==> config.mk <==
export PLATFORM = sky130hd
export DESIGN_NAME = uart_tx_fifo_flat
export DESIGN_NICKNAME = d
export VERILOG_FILES = /design/src/rtl/uart_pkg.sv /design/src/rtl/uart_tx_fifo_if.sv /design/src/rtl/uart_fifo.sv /design/src/rtl/uart_tx_fifo.sv /design/src/flat_wrapper.sv
export SDC_FILE = /design/constraint.sdc
export NUM_CORES = 1
export LEC_CHECK = 0
export ABC_AREA = 0
export BUFFER_PORTS_ARGS = -buffer_cell sky130_fd_sc_hd__buf_2
export CORE_MARGIN = 3
export CORE_UTILIZATION = 50
export CTS_BUF_LIST = sky130_fd_sc_hd__clkbuf_2 sky130_fd_sc_hd__clkbuf_4 sky130_fd_sc_hd__clkbuf_8
export CTS_CLUSTER_DIAMETER = 120
export DETAILED_ROUTE_END_ITERATION = 8
export GPL_TIMING_DRIVEN = 0
export MAX_ROUTING_LAYER = met4
export PLACE_DENSITY = 0.66
export SETUP_SLACK_MARGIN = 0.02
export SYNTH_ARGS = -nofsm -noshare
export SYNTH_HDL_FRONTEND = slang
export SYNTH_SLANG_ARGS = --single-unit
==> constraint.sdc <==
create_clock -name clk -period 4.3 [get_ports clk]
set_input_delay 0.43 -clock clk [delete_from_list [all_inputs] [get_ports clk]]
set_output_delay 0.43 -clock clk [all_outputs]
set_load 0.05 [all_outputs]
==> src/rtl/uart_pkg.sv <==
// rtl/uart_pkg.sv - shared UART types, FSM states and baud divider helper
package uart_pkg;

    typedef enum logic [1:0] {
        NONE = 2'd0,
        EVEN = 2'd1,
        ODD  = 2'd2
    } parity_t;

    typedef enum logic [2:0] {
        IDLE  = 3'd0,
        START = 3'd1,
        DATA  = 3'd2,
        PAR   = 3'd3,
        STOP  = 3'd4
    } uart_tx_state_t;

    // Clock cycles per bit, rounded to nearest.
    function automatic int uart_div(input int clk_hz, input int baud);
        return (clk_hz + baud / 2) / baud;
    endfunction

endpackage

==> src/rtl/uart_tx_fifo_if.sv <==
// rtl/uart_tx_fifo_if.sv - write port and line-side status of the buffered UART transmitter
interface uart_tx_fifo_if #(
    parameter int DATA_BITS = 8,
    parameter int DEPTH     = 16
);
    logic                         in_valid;
    logic [DATA_BITS-1:0]         in_data;
    logic                         in_ready;
    logic [$clog2(DEPTH+1)-1:0]   level;
    logic                         busy;
    logic                         tx;

    modport master (
        output in_valid, in_data,
        input  in_ready, level, busy, tx
    );

    modport slave (
        input  in_valid, in_data,
        output in_ready, level, busy, tx
    );
endinterface

==> src/rtl/uart_fifo.sv <==
// rtl/uart_fifo.sv - synchronous show-ahead FIFO with wrap-bit pointers
module uart_fifo #(
    parameter int WIDTH = 8,
    parameter int DEPTH = 16,
    localparam int AW   = $clog2(DEPTH),
    localparam int LW   = $clog2(DEPTH + 1)
) (
    input  logic             clk,
    input  logic             rst_,
    input  logic             push,
    input  logic             pop,
    input  logic [WIDTH-1:0] din,
    output logic [WIDTH-1:0] dout,
    output logic             full,
    output logic             empty,
    output logic [LW-1:0]    level
);

    if ((DEPTH < 2) || ((DEPTH & (DEPTH - 1)) != 0)) begin : g_depth_chk
        $error("uart_fifo: DEPTH must be a power of 2 and at least 2");
    end

    logic [WIDTH-1:0] r_mem [DEPTH];
    logic [AW:0]      r_wr_ptr;
    logic [AW:0]      r_rd_ptr;
    logic             w_push;
    logic             w_pop;

    // A full FIFO refuses a write even when a pop happens in the same cycle.
    assign w_push = push && !full;
    assign w_pop  = pop && !empty;

    assign full  = (r_wr_ptr[AW] != r_rd_ptr[AW]) &&
                   (r_wr_ptr[AW-1:0] == r_rd_ptr[AW-1:0]);
    assign empty = (r_wr_ptr == r_rd_ptr);
    assign level = r_wr_ptr - r_rd_ptr;
    assign dout  = r_mem[r_rd_ptr[AW-1:0]];

    // Pointer update; reset discards the contents by equalising the pointers.
    always_ff @(posedge clk or negedge rst_) begin
        if (!rst_) begin
            r_wr_ptr <= '0;
            r_rd_ptr <= '0;
        end else begin
            if (w_push) r_wr_ptr <= r_wr_ptr + 1'b1;
            if (w_pop)  r_rd_ptr <= r_rd_ptr + 1'b1;
        end
    end

    // Storage array, written only on an accepted push.
    always_ff @(posedge clk) begin
        if (w_push) r_mem[r_wr_ptr[AW-1:0]] <= din;
    end

endmodule

==> src/rtl/uart_tx_fifo.sv <==
// rtl/uart_tx_fifo.sv - buffered UART transmitter: FIFO, bit timer, framing FSM
module uart_tx_fifo
    import uart_pkg::*;
#(
    parameter int      CLK_HZ    = 50_000_000,
    parameter int      BAUD      = 115_200,
    parameter int      DATA_BITS = 8,
    parameter parity_t PARITY    = NONE,
    parameter int      STOP_BITS = 1,
    parameter int      DEPTH     = 16
) (
    input  logic             clk,
    input  logic             rst_,
    uart_tx_fifo_if.slave    bus
);

    localparam int DIV = uart_div(CLK_HZ, BAUD);
    localparam int TW  = (DIV > 1) ? $clog2(DIV) : 1;
    localparam int BW  = $clog2(DATA_BITS);

    if (DIV < 2) begin : g_div_chk
        $error("uart_tx_fifo: clock cycles per bit must be at least 2");
    end
    if ((DATA_BITS < 5) || (DATA_BITS > 9)) begin : g_bits_chk
        $error("uart_tx_fifo: DATA_BITS must be 5..9");
    end
    if ((STOP_BITS < 1) || (STOP_BITS > 2)) begin : g_stop_chk
        $error("uart_tx_fifo: STOP_BITS must be 1 or 2");
    end

    uart_tx_state_t       r_state;
    logic [TW-1:0]        r_timer;
    logic [BW-1:0]        r_bit_idx;
    logic                 r_stop_cnt;
    logic [DATA_BITS-1:0] r_shift;
    logic                 r_par;
    logic                 r_tx;
    logic                 r_busy;

    logic                 w_full;
    logic                 w_empty;
    logic [DATA_BITS-1:0] w_head;
    logic                 w_bit_end;
    logic                 w_last_stop;
    logic                 w_pop;
    logic                 w_par_bit;

    uart_fifo #(
        .WIDTH (DATA_BITS),
        .DEPTH (DEPTH)
    ) u_fifo (
        .clk   (clk),
        .rst_  (rst_),
        .push  (bus.in_valid),
        .pop   (w_pop),
        .din   (bus.in_data),
        .dout  (w_head),
        .full  (w_full),
        .empty (w_empty),
        .level (bus.level)
    );

    assign bus.in_ready = !w_full;
    assign bus.tx       = r_tx;
    assign bus.busy     = r_busy;

    assign w_bit_end   = (r_timer == TW'(DIV - 1));
    assign w_last_stop = (r_state == STOP) && w_bit_end &&
                         (r_stop_cnt == 1'(STOP_BITS - 1));
    // Pop from IDLE, or at the last stop cycle so the next start bit follows without a gap.
    assign w_pop       = !w_empty && ((r_state == IDLE) || w_last_stop);
    assign w_par_bit   = (PARITY == ODD) ? ~(^w_head) : (^w_head);

    // Framing FSM with bit timer, bit/stop counters and registered line outputs.
    always_ff @(posedge clk or negedge rst_) begin
        if (!rst_) begin
            r_state    <= IDLE;
            r_timer    <= '0;
            r_bit_idx  <= '0;
            r_stop_cnt <= 1'b0;
            r_shift    <= '0;
            r_par      <= 1'b0;
            r_tx       <= 1'b1;
            r_busy     <= 1'b0;
        end else begin
            if (r_state != IDLE) begin
                r_timer <= w_bit_end ? '0 : r_timer + 1'b1;
            end
            case (r_state)
                IDLE: begin
                    if (!w_empty) begin
                        r_shift <= w_head;
                        r_par   <= w_par_bit;
                        r_timer <= '0;
                        r_tx    <= 1'b0;
                        r_busy  <= 1'b1;
                        r_state <= START;
                    end
                end
                START: begin
                    if (w_bit_end) begin
                        r_bit_idx <= '0;
                        r_tx      <= r_shift[0];
                        r_state   <= DATA;
                    end
                end
                DATA: begin
                    if (w_bit_end) begin
                        if (r_bit_idx == BW'(DATA_BITS - 1)) begin
                            r_stop_cnt <= 1'b0;
                            if (PARITY != NONE) begin
                                r_tx    <= r_par;
                                r_state <= PAR;
                            end else begin
                                r_tx    <= 1'b1;
                                r_state <= STOP;
                            end
                        end else begin
                            r_bit_idx <= r_bit_idx + 1'b1;
                            r_shift   <= r_shift >> 1;
                            r_tx      <= r_shift[1];
                        end
                    end
                end
                PAR: begin
                    if (w_bit_end) begin
                        r_stop_cnt <= 1'b0;
                        r_tx       <= 1'b1;
                        r_state    <= STOP;
                    end
                end
                STOP: begin
                    if (w_bit_end) begin
                        if (r_stop_cnt == 1'(STOP_BITS - 1)) begin
                            if (!w_empty) begin
                                r_shift <= w_head;
                                r_par   <= w_par_bit;
                                r_tx    <= 1'b0;
                                r_state <= START;
                            end else begin
                                r_tx    <= 1'b1;
                                r_busy  <= 1'b0;
                                r_state <= IDLE;
                            end
                        end else begin
                            r_stop_cnt <= r_stop_cnt + 1'b1;
                        end
                    end
                end
                default: begin
                    r_tx    <= 1'b1;
                    r_busy  <= 1'b0;
                    r_state <= IDLE;
                end
            endcase
        end
    end

endmodule
==> src/flat_wrapper.sv <==
// flat-port wrapper written by rule: the top's interface ports become plain ports
module uart_tx_fifo_flat import uart_pkg::*;
#(
    parameter int      CLK_HZ    = 50_000_000,
    parameter int      BAUD      = 115_200,
    parameter int      DATA_BITS = 8,
    parameter parity_t PARITY    = NONE,
    parameter int      STOP_BITS = 1,
    parameter int      DEPTH     = 16
)
  (clk, rst_, bus_in_valid, bus_in_data, bus_in_ready, bus_level, bus_busy, bus_tx);
  uart_tx_fifo_if #(.DATA_BITS(DATA_BITS), .DEPTH(DEPTH)) bus_i ();
  input  logic clk;
  input  logic rst_;
  input wire logic [$bits(bus_i.in_valid)-1:0] bus_in_valid;
  input wire logic [$bits(bus_i.in_data)-1:0] bus_in_data;
  output wire logic [$bits(bus_i.in_ready)-1:0] bus_in_ready;
  output wire logic [$bits(bus_i.level)-1:0] bus_level;
  output wire logic [$bits(bus_i.busy)-1:0] bus_busy;
  output wire logic [$bits(bus_i.tx)-1:0] bus_tx;
  assign bus_i.in_valid = bus_in_valid;
  assign bus_i.in_data = bus_in_data;
  assign bus_in_ready = bus_i.in_ready;
  assign bus_level = bus_i.level;
  assign bus_busy = bus_i.busy;
  assign bus_tx = bus_i.tx;
  uart_tx_fifo #(.CLK_HZ(CLK_HZ), .BAUD(BAUD), .DATA_BITS(DATA_BITS), .PARITY(PARITY), .STOP_BITS(STOP_BITS), .DEPTH(DEPTH)) u_core (.clk(clk), .rst_(rst_), .bus(bus_i));
endmodule
==> After elaboration in Yosys (flattened, before gate mapping) <==
Memory sizes are Yosys's and may differ from the RTL's.
Index checks and enable logic that the tools add are counted.
{ "word_totals": {"output_inout_bits": 8, "mem_bits_rw": 128, "mem_count": 1, "ff_bits": 36, "input_bits": 11, "word_cells": 102} }
{ "op_classes": {"muxes": 45, "addsub": 6, "bitwise": 2, "reduce_logical": 21, "eq_ne": 18} }
{ "mem_list": {"columns": ["name", "words", "word_bits", "read_ports", "rd_ports_with_merged_regs", "wr", "line", "rtl"], "rows": [
  ["u_core.u_fifo.r_mem", 16, 8, 1, 0, 1, "uart_fifo.sv:23", "logic [WIDTH-1:0] r_mem [DEPTH];"]
]} }
{ "op_table": {"columns": ["op", "count"], "rows": [
  ["$mux W8", 5],
  ["$mux W9", 4],
  ["$mux W3", 10],
  ["$pmux W8 S3", 1],
  ["$mux W1", 20],
  ["$pmux W3 S5", 1],
  ["$reduce_and A5 Y1", 3],
  ["$ne A2 B1 Y1 const B", 6],
  ["$add A5 B1 Y5 const B", 2],
  ["$add A9 B1 Y9 const B", 1],
  ["$eq A9 B9 Y1 const B", 1],
  ["$reduce_bool A3 Y1", 3],
  ["$reduce_and A7 Y1", 1],
  ["$eq A3 B2 Y1 const B", 2],
  ["$eq A3 B3 Y1 const B", 2],
  ["$logic_and A1 B1 Y1", 6],
  ["$ne A2 B2 Y1 const B", 3],
  ["$pmux W1 S3", 2],
  ["$pmux W3 S2", 1],
  ["$reduce_and A6 Y1", 1],
  ["$eq A5 B5 Y1", 1],
  ["$pmux W1 S5", 1],
  ["$sub A5 B5 Y5", 1],
  ["$eq A4 B4 Y1", 1],
  ["11 further kinds", 13]
]} }

==> Longest topological paths before layout <==
{ "depth": {"depth_word": 6, "mapped_depth": 9} }

==> Hierarchy <==
From an unflattened synthesis, not the netlist that was laid out.
{ "hier_totals": {"cells_unflattened": 438, "area_unflattened_um2": 7131.8} }
{ "by_module_without_submodules": {"columns": ["mod", "instances", "area_per_inst_um2", "cells_each"], "rows": [
  ["uart_fifo", 1, 5750.5, 297],
  ["uart_tx_fifo", 1, 1381.3, 141]
]} }

==> Worst setup path after synthesis <==
OpenSTA, ideal clock, no wires.
{ "synth_path": {"path_type": "flip-flop to flip-flop", "from": "reg u_core.u_fifo.r_rd_ptr[2]", "to": "mem u_core.u_fifo.r_mem[3][0], enable pin", "required_ns": 3.917, "arrival_ns": 2.671, "setup_ns": 0.383, "n_path_buf": 2, "path_stages_with_launch": 9, "synth_period_minus_slack_ns": 3.055, "path_slack_ns": 1.245, "cell_sequence": "dfrtp_1 > buf_6 > clkbuf_1 > inv_1 > ha_1 > and4_1 > a21boi_1 > nand2_1 > nor3_1"} }
{ "synth_between": {"elab_chain_len": 6} }
{ "synth_rtl": {"columns": ["element", "line", "rtl"], "rows": [
  ["from (decl)", "uart_fifo.sv:25", "logic [AW:0] r_rd_ptr;"],
  ["from (signal assigned)", "uart_fifo.sv:46", "if (w_pop) r_rd_ptr <= r_rd_ptr + 1'b1;"],
  ["$eq A4 B4 Y1", "uart_fifo.sv:34", "(r_wr_ptr[AW-1:0] == r_rd_ptr[AW-1:0]);"],
  ["$logic_and A1 B1 Y1", "uart_fifo.sv:33", "assign full = (r_wr_ptr[AW] != r_rd_ptr[AW]) &&"],
  ["$logic_not A1 Y1", "uart_fifo.sv:30", "assign w_push = push && !full;"],
  ["$logic_and A1 B1 Y1", "uart_fifo.sv:30", null],
  ["$mux W1", "uart_fifo.sv:52", "if (w_push) r_mem[r_wr_ptr[AW-1:0]] <= din;"],
  ["$mux W1 (not written as such)", "uart_fifo.sv:52", null],
  ["to (decl)", "uart_fifo.sv:23", null]
]} }
No other way between the ends.

==> Worst setup path in the final report <==
{ "layout_path": {"from": "reg u_core.u_fifo.r_rd_ptr[2]", "to": "mem u_core.u_fifo.r_mem[10][4], enable pin"} }
The elaborated chain is that of the path after synthesis.

==> flow_metrics.tcl <==
set metrics [dict create \
    syn_area_per_cell_sq_um 16.1 \
    placed_area_sq_um 7370 \
    p_clk_share_pct 22.5 \
    dr.pass1.iters 5 \
    start_util_pct 52.3 \
    cts_buffers 17 \
    antenna_found_initial 0 \
    fmax_ghz 0.267 \
    synth_ff_type "edfxtp_1" \
    die_h_microns 125 \
    h-tree-depth 4 \
    clockRootBuffer "clkbuf_8" \
    cts.clk_slew.worst_paths_ns 0.09 \
    synth-seq-cells 163 \
    ant_nets 0 \
    grt_max_degree 36 \
    internal-power_mw 3.24 \
    seqPwrFrac_pct 40.1 \
    synth.distinct_cells 62 \
    grt.total_usage_pct 19.8 \
    synth-edff-count 128 \
    cts_setup_buffers 0 \
    insertion_delay_ns 0.46 \
    worstSetupEndpointType "flip-flop" \
    peakVddDrop_mv 0.482 \
    fin_crit_sh_pct 87.0 \
    synthArstFlopShare_pct 21.5 \
    p_sw_share_pct 37.6 \
    io_buffer_count 18 \
    power.density_nw_per_um2 666 \
    yosys.cell_count.top_type "edfxtp_1" \
    power_switching_mw 1.95 \
    dieArea_sq_um 15600 \
    hold_viol 0 \
    cts-resized-gates 0 \
    fin_tns_setup_ns 0 \
    route.final.wire_length_mm 14.1 \
    report.final.slew_viol_count 0 \
    synth-seq-area-share_pct 66.9 \
    cts_hold_buf 0 \
    reg2reg_to "u_core.u_fifo.r_mem[10][4]" \
    worstPathArrival_ns 3.83 \
    yosys-top-cells-area "edfxtp_1 54%, dfrtp_1 12%, mux4_2 6.1%" \
    p_leak_nw 2.77 \
    row_count 42 \
    yosys.area.top_type "edfxtp_1" \
    hold_ws_ns 0.0406 \
    synthCells 439 \
    hpwl_mm 9.59 \
    cts_tree "yes" \
    clock-sinks 163 \
    final_util_pct 57.8 \
    timing.rr.start "u_core.u_fifo.r_rd_ptr[2]" \
    antenna_cells 0 \
    finalSetupViolCount 0 \
    vias 3950 \
    synth.top_cells.by_count "128 x edfxtp_1, 34 x dfrtp_1, 24 x nand2_1" \
    total_power_mw 5.20 \
    netlist_area_sq_um 7060 \
    max-cap-violations 0 \
    startpoint_type "flip-flop" \
    hp-class "primary input to async pin" \
    critPathRequiredTime_ns 4.39 \
    finalClockSkew_ns 0.00975 \
    via_per_inst 5.94 \
    min_period_ns 3.74 \
    ioPinCount 19 \
    drt_iter0_markers 374 \
    core_sq_um 13500 \
    syn_to_final_growth_pct 10.6 \
    fin_nets 501 \
    cts_buffer_depth 2 \
    grt_pass1_vias 3964 \
    chipWidth_microns 125 \
    r2r_cells 8 \
    cp_max_fo 10 \
    grt_remaining_overflow 0 \
    combPwrFrac_pct 37.5 \
    grt_pass1_wl_mm 22.7 \
    synth_top_area_share_pct 54.4 \
    slew_headroom_pct 41.1 \
    rsz0062_at_grt "no" \
    status "complete, no violations" \
    gp_congestion 0.885 \
    worstMarginPinSlew_ns 0.880 \
    avgRoutedWirePerCell_microns 21.2 \
    regToRegSetupSlack_ns 0.56 \
    synth_fp_nets 464 \
    design_area_sq_um 7810 \
    critPathKind "flip-flop to flip-flop" \
    drc_errors 0 \
    yosys_warnings 0 \
    drive_gt1_share_pct 19.8 \
]
-- metrics by stage --
| stage | std cells | setup WS [ns] |
|---|---|---|
| floorplan | 439 | 1.25 |
| global placement | 633 | 0.285 |
| detailed placement | 633 | 0.242 |
| CTS | 665 | 0.220 |
| global route | 665 | 0.187 |
| finish | 665 | 0.561 |
-- layout make-up --
cell class | count | area (sq um)
flip-flops and latches | 163 | 4720
clock inverters | 15 | 184
well taps | 176 | 220
multi-input cells | 242 | 2150
clock buffers | 17 | 234
repair buffers | 18 | 90.1
plain buffers | 22 | 160
fillers | 1031 | 5700
inverters | 12 | 45.0
-- power groups by stage --
| stage | clock network (mW) | registers [mW] | logic (mW) |
|---|---|---|---|
| global placement | 0 | 2.10 | 1.92 |
| floorplan | 0 | 2.09 | 1.49 |
| finish | 1.17 | 2.08 | 1.95 |
| global route | 1.25 | 2.11 | 2.11 |
| CTS | 1.19 | 2.08 | 1.96 |
| detailed placement | 0 | 2.12 | 1.95 |
-- placed cells by master, fill, tap and decap left out, drive strengths merged, types with 8 or more instances in the layout --
cell / count
a21oi: 10
buf: 34
xnor2: 8
nand2: 24
nor3: 8
nor2: 23
inv: 21
mux2i: 19
o21ai: 15
edfxtp: 128
clkbuf: 23
nand3: 18
dfrtp: 34
ha: 13
mux4: 26
-- worst max-delay path, stage by stage (launching register included) --
cell      delay (ns)
dfrtp_1         0.45
buf_6           0.19
clkbuf_1        0.38
inv_1           0.15
ha_1            0.37
and4_1          0.24
a21boi_1        0.54
nand2_1         0.29
nor2_1          0.74
-- routing by layer --
layer	GRT usage, %	wire (microns)	vias up
met5	-	0	-
met4	6.51	225	0
met3	4.89	586	15
met2	30.3	6950	95
met1	26.3	6370	2035
li1	-	-	1805
-- registers in the layout, summed over array words and instances, names as in the netlist --
signal	count
u_core.u_fifo.r_mem	128
u_core.r_state	3
u_core.r_shift	8
u_core.u_fifo.r_wr_ptr	5
u_core.bus.busy	1
u_core.u_fifo.r_rd_ptr	5
u_core.r_bit_idx	3
u_core.r_timer	9
u_core.bus.tx	1
-- worst max path at each step --
stage / endpoint / start / slack (ns) / cells after the start
floorplan: u_core.u_fifo.r_mem[3][0] / u_core.u_fifo.r_rd_ptr[2] / 1.25 / 8
global placement: u_core.u_fifo.r_mem[1][3] / u_core.u_fifo.r_rd_ptr[2] / 0.29 / 8
detailed placement: u_core.u_fifo.r_mem[0][3] / u_core.u_fifo.r_rd_ptr[2] / 0.24 / 8
CTS: u_core.u_fifo.r_mem[0][2] / u_core.u_fifo.r_rd_ptr[2] / 0.22 / 8
global route: u_core.u_fifo.r_mem[10][4] / u_core.u_fifo.r_rd_ptr[2] / 0.19 / 8
finish: u_core.u_fifo.r_mem[10][4] / u_core.u_fifo.r_rd_ptr[2] / 0.56 / 8
-- cell families after synthesis --
family,Yosys count,share of synthesized area [%]
muxes,46,11.5
adders and majority gates,14,2.59
xor gates and xnor gates,13,1.72
DFF,163,66.9
AOI/OAI and AO/OA,69,7.23
and+or+nand+nor,100,7.16
buffers and inverters,34,2.91
No activity file was read; power rests on OpenSTA's default activity.
